$ cat src/rtl/acq_sequencer.sv
// Sequences one acquisition into a circular sample buffer: pre-trigger fill, arm, post-trigger fill, done.
// Build with AUTO_TRIG_EN defined to get the auto-trigger timeout; otherwise i_auto is ignored.
module acq_sequencer #(
    parameter int ADDR_W       = 10,
    parameter int AUTO_TIMEOUT = 1000000
) (
    input  logic              i_clk,
    input  logic              i_rst_n,
    input  logic              i_start,
    input  logic              i_stop,
    input  logic              i_auto,
    input  logic [ADDR_W-1:0] i_pretrig,
    input  logic              i_sample_valid,
    input  logic              i_trigger,
    output logic              o_busy,
    output logic              o_done,
    output logic              o_wr_en,
    output logic [ADDR_W-1:0] o_wr_addr,
    output logic [ADDR_W-1:0] o_trig_addr,
    output logic              o_auto_fired
);
    typedef enum logic [2:0] {
        S_IDLE    = 3'd0,
        S_PREFILL = 3'd1,
        S_ARMED   = 3'd2,
        S_POST    = 3'd3,
        S_DONE    = 3'd4
    } state_t;

    localparam logic [ADDR_W:0]   DEPTH_V = {1'b1, {ADDR_W{1'b0}}};
    localparam logic [ADDR_W:0]   P_ONE   = {{ADDR_W{1'b0}}, 1'b1};
    localparam logic [ADDR_W-1:0] A_ONE   = {{(ADDR_W-1){1'b0}}, 1'b1};

    state_t              r_state;
    logic                r_busy;
    logic                r_done;
    logic [ADDR_W-1:0]   r_wr_addr;
    logic [ADDR_W-1:0]   r_trig_addr;
    logic [ADDR_W-1:0]   r_pretrig;
    logic [ADDR_W-1:0]   r_pre_cnt;
    logic [ADDR_W:0]     r_post_cnt;
    logic [ADDR_W:0]     w_post_rem;
    logic                w_fire;
    logic                w_start;

    assign w_start = i_start & ~i_stop;
    // Post writes still owed after the trigger sample itself has been written.
    assign w_post_rem = DEPTH_V - {1'b0, r_pretrig} - P_ONE;

`ifdef AUTO_TRIG_EN
    localparam int TO_W = $clog2(AUTO_TIMEOUT + 1);

    logic [TO_W-1:0] r_to_cnt;
    logic            r_auto;
    logic            r_auto_pend;
    logic            r_auto_fired;

    assign w_fire       = i_sample_valid & (i_trigger | r_auto_pend);
    assign o_auto_fired = r_auto_fired;

    always_ff @(posedge i_clk or negedge i_rst_n) begin
        if (!i_rst_n) begin
            r_to_cnt     <= '0;
            r_auto       <= 1'b0;
            r_auto_pend  <= 1'b0;
            r_auto_fired <= 1'b0;
        end else if (r_state == S_IDLE) begin
            r_to_cnt    <= '0;
            r_auto_pend <= 1'b0;
            if (w_start) begin
                r_auto       <= i_auto;
                r_auto_fired <= 1'b0;
            end
        end else if (r_state == S_ARMED && !i_stop) begin
            if (w_fire) begin
                // A genuine trigger on the pending sample takes credit for the capture.
                r_auto_fired <= r_auto_pend & ~i_trigger;
                r_auto_pend  <= 1'b0;
                r_to_cnt     <= '0;
            end else if (r_auto && !r_auto_pend) begin
                if (r_to_cnt == TO_W'(AUTO_TIMEOUT - 1)) begin
                    r_auto_pend <= 1'b1;
                end else begin
                    r_to_cnt <= r_to_cnt + TO_W'(1);
                end
            end
        end
    end
`else
    logic w_unused_auto;

    assign w_unused_auto = i_auto;
    assign w_fire        = i_sample_valid & i_trigger;
    assign o_auto_fired  = 1'b0;
`endif

    assign o_wr_en = i_sample_valid &
                     ((r_state == S_PREFILL) | (r_state == S_ARMED) | (r_state == S_POST));

    always_ff @(posedge i_clk or negedge i_rst_n) begin
        if (!i_rst_n) begin
            r_state     <= S_IDLE;
            r_busy      <= 1'b0;
            r_done      <= 1'b0;
            r_wr_addr   <= '0;
            r_trig_addr <= '0;
            r_pretrig   <= '0;
            r_pre_cnt   <= '0;
            r_post_cnt  <= '0;
        end else begin
            case (r_state)
                S_IDLE: begin
                    if (w_start) begin
                        r_pretrig <= i_pretrig;
                        r_wr_addr <= '0;
                        r_pre_cnt <= '0;
                        r_busy    <= 1'b1;
                        r_state   <= (i_pretrig == '0) ? S_ARMED : S_PREFILL;
                    end
                end
                S_PREFILL: begin
                    if (i_stop) begin
                        r_busy  <= 1'b0;
                        r_state <= S_IDLE;
                    end else if (i_sample_valid) begin
                        r_wr_addr <= r_wr_addr + A_ONE;
                        r_pre_cnt <= r_pre_cnt + A_ONE;
                        if (r_pre_cnt + A_ONE == r_pretrig) begin
                            r_state <= S_ARMED;
                        end
                    end
                end
                S_ARMED: begin
                    if (i_stop) begin
                        r_busy  <= 1'b0;
                        r_state <= S_IDLE;
                    end else if (w_fire) begin
                        r_trig_addr <= r_wr_addr;
                        r_wr_addr   <= r_wr_addr + A_ONE;
                        r_post_cnt  <= w_post_rem;
                        if (w_post_rem == '0) begin
                            r_done  <= 1'b1;
                            r_state <= S_DONE;
                        end else begin
                            r_state <= S_POST;
                        end
                    end else if (i_sample_valid) begin
                        r_wr_addr <= r_wr_addr + A_ONE;
                    end
                end
                S_POST: begin
                    if (i_stop) begin
                        r_busy  <= 1'b0;
                        r_state <= S_IDLE;
                    end else if (i_sample_valid) begin
                        r_wr_addr <= r_wr_addr + A_ONE;
                        if (r_post_cnt == P_ONE) begin
                            r_done  <= 1'b1;
                            r_state <= S_DONE;
                        end else begin
                            r_post_cnt <= r_post_cnt - P_ONE;
                        end
                    end
                end
                S_DONE: begin
                    if (i_stop) begin
                        r_done  <= 1'b0;
                        r_busy  <= 1'b0;
                        r_state <= S_IDLE;
                    end
                end
                default: begin
                    r_busy  <= 1'b0;
                    r_done  <= 1'b0;
                    r_state <= S_IDLE;
                end
            endcase
        end
    end

    assign o_busy      = r_busy;
    assign o_done      = r_done;
    assign o_wr_addr   = r_wr_addr;
    assign o_trig_addr = r_trig_addr;

endmodule

$ cat config.mk
export PLATFORM = sky130hd
export DESIGN_NAME = acq_sequencer
export DESIGN_NICKNAME = d
export VERILOG_FILES = /design/src/rtl/acq_sequencer.sv
export SDC_FILE = /design/constraint.sdc
export NUM_CORES = 1
export LEC_CHECK = 0
export BUFFER_PORTS_ARGS = -buffer_cell sky130_fd_sc_hd__buf_2
export CAP_MARGIN = 10
export CORE_MARGIN = 10
export CORE_UTILIZATION = 25
export CTS_CLUSTER_DIAMETER = 100
export DETAILED_ROUTE_END_ITERATION = 16
export PLACE_DENSITY_LB_ADDON = 0.3
export SYNTH_ARGS = -nofsm -noshare
export SYNTH_HDL_FRONTEND = slang
export SYNTH_SLANG_ARGS = --single-unit
$ cat constraint.sdc
create_clock -name i_clk -period 3.2 [get_ports i_clk]
set_input_delay 0.64 -clock i_clk [delete_from_list [all_inputs] [get_ports i_clk]]
set_output_delay 0.64 -clock i_clk [all_outputs]
set_load 0.01 [all_outputs]
**After elaboration in Yosys (flattened, before gate mapping)**

Cells that the tools add are included.

- Register bits: 56
- Bits of input ports: 17
- Output and inout port bits: 24
- Word-level logic and storage cells: 99

- Add/sub/neg operators: 5
- Eq/ne operators: 24
- Mux-type cells: 38
- Bitwise operators: 7
- Reductions and logical operators: 17

Operator list:

| kind | number |
|---|---|
| $mux W10 | 7 |
| $mux W11 | 5 |
| $mux W3 | 11 |
| $pmux W10 S3 | 1 |
| $pmux W11 S2 | 1 |
| $sub A11 B1 Y11 const B | 2 |
| $add A10 B1 Y10 const B | 2 |
| $ne A2 B2 Y1 const B | 10 |
| $pmux W10 S2 | 1 |
| $pmux W3 S5 | 1 |
| $eq A11 B1 Y1 const B | 1 |
| $logic_not A11 Y1 | 1 |
| $sub A11 B10 Y11 const A | 1 |
| $eq A10 B10 Y1 | 1 |
| $logic_not A10 Y1 | 1 |
| $ne A3 B3 Y1 const B | 3 |
| $mux W1 | 8 |
| $reduce_and A4 Y1 | 2 |
| $reduce_and A8 Y1 | 1 |
| $reduce_and A7 Y1 | 1 |
| $eq A3 B2 Y1 const B | 2 |
| $ne A2 B1 Y1 const B | 3 |
| $ne A3 B2 Y1 const B | 2 |
| $reduce_and A6 Y1 | 1 |
| 15 further kinds | 22 |

**Longest topological paths before layout**

- Depth in word-level cells: 7
- Depth in mapped cells: 8
- Depth with buffers taken out: 7

**Worst setup path after synthesis**

No wires, ideal clock.

- Kind: in2reg
- Start point: input port i_stop
- End point: register r_wr_addr[6] (netlist: o_wr_addr[6])
- Library setup time: 0.129 ns
- Arrival: 1.910 ns
- Data required time: 3.071 ns
- Slack: 1.160 ns
- Stages: 5
- Cell sequence: or3b_4 -> or3b_4 -> or3_1 -> xor2_1 -> nor2_2

- Word-level cells in the longest chain between the ends: 4
- Elaborated cells on any way between the ends: 6
- Those cells by class: eq/ne (3); bitwise (2); reduce/logical (1)

RTL lines:

| what | line | source |
|---|---|---|
| start, declared | 10 | `input logic i_stop,` |
| $not A1 Y1 (no line) | n/a |  |
| $and A1 B1 Y1 | 46 | `assign w_start = i_start & ~i_stop;` |
| $ne A2 B2 Y1 (no line) | n/a |  |
| $reduce_and A4 Y1 (no line) (*) | n/a |  |
| end signal, assigned | 126 | `r_wr_addr <= r_wr_addr + A_ONE;` |
| end signal, assigned | 139 | `r_wr_addr <= r_wr_addr + A_ONE;` |
| end signal, assigned | 148 | `r_wr_addr <= r_wr_addr + A_ONE;` |
| end, declared | 37 | `logic [ADDR_W-1:0] r_wr_addr;` |

Mark *: on every way between the ends. The rest lies on a longest branch, timed or not.
A chain may end at the register's enable or synchronous reset.

**Worst setup path after layout**

- Start point: register r_state[0]
- End point: output port o_wr_en

- Word-level cells in the longest chain between the ends: 4
- Elaborated cells on any way between the ends: 6
- Those cells by class: eq/ne (3); bitwise (3)

RTL lines:

| what | line | source |
|---|---|---|
| start, declared | 34 | `state_t r_state;` |
| start signal, assigned | 118 | `r_state <= (i_pretrig == '0) ? S_ARMED : S_PREFILL;` |
| $eq A3 B1 Y1 / $eq A3 B2 Y1 (equally long branches) | 98 | `((r_state == S_PREFILL) \| (r_state == S_ARMED) \| (r_state == S_POST));` |
| $or A1 B1 Y1 | 98 |  |
| $or A1 B1 Y1 (*) | 98 |  |
| $and A1 B1 Y1 (*) | 97 | `assign o_wr_en = i_sample_valid &` |
| end, declared | 17 | `output logic o_wr_en,` |

Marked as above.

==> qor.csv <==
metric;value;unit
ir_worst_vdd;0.287;mV
ctsResizeCount;0;
die_w;134;um
hold_class;primary input to asynchronous set/reset pin;
wire_per_inst;15.1;um
powerDensity;768;nW/um^2
vias_per_cell;4.90;
maxSlewViolCount;0;
cp_max_fo;18;
grt_pass1_wl;14600;um
period_share;71.5;%
dp_hpwl;6340;um
tightest_slew;846;ps
ys_top_cells_by_area;dfrtp_1 43%, nand2_1 6.6%, mux2_2 4.2%, o21ai_0 4.0%, xnor2_1 3.5%;
max_stage_delay;670;ps
clk_latency;290;ps
start_util;25.5;%
antenna_left;0;
drtIter0Drc;191;
syn-num-nets;384;
cts_root_buffer;clkbuf_16;
postPlaceCellArea;3590;sq um
final-hold-violation-count;0;
grt_max_degree;36;
syn_area;3240;sq um
synth_edf_count;0;
antenna_cells;0;
fin_worst_skew;9.17;ps
ctsHoldBuffers;0;
drtPass1Iterations;4;
setup_tns;0;ps
crit_slowest_cell;dfrtp_1;
die_y;134;um
vias;2778;
die_area;17900;sq um
area_growth;15.8;%
period_minus_slack;2290;ps
cp.required;2560;ps
antenna_found_initial;1;
yosysUniqueCellTypes;53;
synth_warnings;0;
grtUsageTotal;9.89;%
setup_viol;0;
maxSlewHeadroom;43.1;%
netlist_instances;363;
grt_pass1_vias;2796;
cts_setup_buffers;0;
synth_top_area_cell;dfrtp_1;
grt.overflow.total;0;
critPathCaptureType;output pin;
cts_sinks;56;
ys.flop_type;dfrtp_1;
p_leak;0.00167;uW
critical_path_class;flop to output pin;
rows;41;
portBuffers;38;
setup_slack;911;ps
gp_congestion;0.787;
critPathBufInv;1;
nNetsFinal;415;
cp-start-kind;flop;
final_design_area_no_fill;3750;sq um
ys_ff_latch;56;
synthArstFlopShare;100;%
status;completed;
pin_count;41;
cts.clk_slew.worst_paths;70;ps
cts_tree;yes;
rsz0062_at_grt;no;
drc;0;
syn-mean-instance-area;8.92;sq um
fmax;437;MHz
post-place-ws;727;ps
drive_gt1_share;17.5;%
wl;8530;um
path_cells;nor2_1 > nor3b_1 > buf_2;
worstPathArrival;1650;ps
yosysTopAreaCellShare;43.3;%
cts_max_level;2;
ys_seq_area_share;43.3;%
clockBufferDepth;2;
drv_cap;0;
tritoncts.num_buffers;5;
cp_top_family;flip-flops;
core-area;12700;sq um
timing.hold.ws;431;ps
-- cell usage after synthesis (3+ instances only) --
| cell type | number |
|---|---|
| nor3_1 | 11 |
| o31ai_1 | 6 |
| or3_1 | 4 |
| a21oi_1 | 9 |
| ha_1 | 4 |
| o21ai_0 | 26 |
| a31oi_1 | 3 |
| dfrtp_1 | 56 |
| clkbuf_1 | 7 |
| inv_1 | 8 |
| a211oi_1 | 4 |
| and3_1 | 5 |
| o221ai_1 | 4 |
| nand3_1 | 12 |
| nor2_1 | 30 |
| o41ai_1 | 3 |
| mux2_2 | 12 |
| nand2b_1 | 8 |
| nor3b_1 | 5 |
| nor2b_1 | 5 |
| o2111ai_1 | 3 |
| xnor2_1 | 13 |
| buf_2 | 8 |
| xor2_1 | 10 |
| nand4_1 | 7 |
| nor4_1 | 5 |
| nand2_1 | 57 |
| mux2i_1 | 4 |
-- where the power goes --
| group | total (uW) | internal (uW) | switching (uW) |
|---|---|---|---|
| sequential | 1240 | 918 | 321 |
| combinational | 1070 | 468 | 604 |
| clock | 569 | 314 | 256 |
| total | 2880 | 1700 | 1180 |
-- layer usage --
| metal | global-route usage, % | wire (um) |
|---|---|---|
| met2 | 14.8 | 3660 |
| met1 | 13.3 | 4130 |
| met5 | 0 | 7 |
| met4 | 3.02 | 165 |
| met3 | 3.06 | 568 |
-- cells by family (layout without fill, tap and decap cells) --
group / after synthesis / in the layout / synth area share (%)
AO/OA/AOI/OAI: 76 / 76 / 15.5
XOR/XNOR: 23 / 23 / 6.22
adder cells (fa/ha/maj): 4 / 4 / 1.55
buffers and inverters: 26 / 58 / 3.48
flip-flops: 56 / 56 / 43.3
multiplexers: 16 / 16 / 5.41
other: 1 / 1 / 0.116
AND/OR/NAND/NOR: 161 / 161 / 24.4
-- area by class of cell --
type / count / area (sq um)
fillers: 1359 / 8920
multi-input cells: 281 / 1730
flip-flops and latches: 56 / 1400
repair buffers: 42 / 220
well taps: 172 / 215
clock buffers: 6 / 139
inverters: 8 / 30.0
clock inverters: 2 / 13.8
-- cell usage in the layout, fill, tap and decap left out, drive strengths merged, types with 5 or more instances in the layout --
cell type	synthesis	final
nand2	57	57
dfrtp	56	56
buf	10	42
nor2	31	31
o21ai	27	27
xnor2	13	13
mux2	12	12
nand3	12	12
nor3	11	11
xor2	10	10
a21oi	9	9
inv	8	9
nand2b	8	8
nand4	7	7
o31ai	6	6
clkbuf	8	6
nor3b	5	5
and3	5	5
nor4	5	5
nor2b	5	5
-- state kept, by name (all words and copies together), names as in the netlist --
| register | cells |
|---|---|
| o_busy | 1 |
| r_pre_cnt | 10 |
| o_done | 1 |
| r_pretrig | 10 |
| o_wr_addr | 10 |
| r_state | 3 |
| o_trig_addr | 10 |
| r_post_cnt | 11 |
-- metrics by stage --
stage,power [uW],cells,utilization [%]
floorplan,1960,363,-
finish,2880,567,29.6
global route,3130,567,29.6
CTS,2910,567,29.6
global placement,2290,559,28.4
detailed placement,2320,559,28.4
-- path summary, 6_finish.rpt --
kind | startpoint | end | slack, ps | cells past startpoint
hold reg to reg | o_trig_addr[7] | o_trig_addr[7] | 500 | 1
setup / recovery | r_state[0] | o_wr_en | 910 | 3
hold / removal | i_rst_n | o_trig_addr[0] | 430 | 1
max in group asynchronous | i_rst_n | r_pre_cnt[5] | 2040 | 2
setup reg to reg | r_state[0] | o_trig_addr[2] | 1020 | 4
min in group i_clk | o_trig_addr[7] | o_trig_addr[7] | 500 | 1
Power figures use the tool's default switching activity.
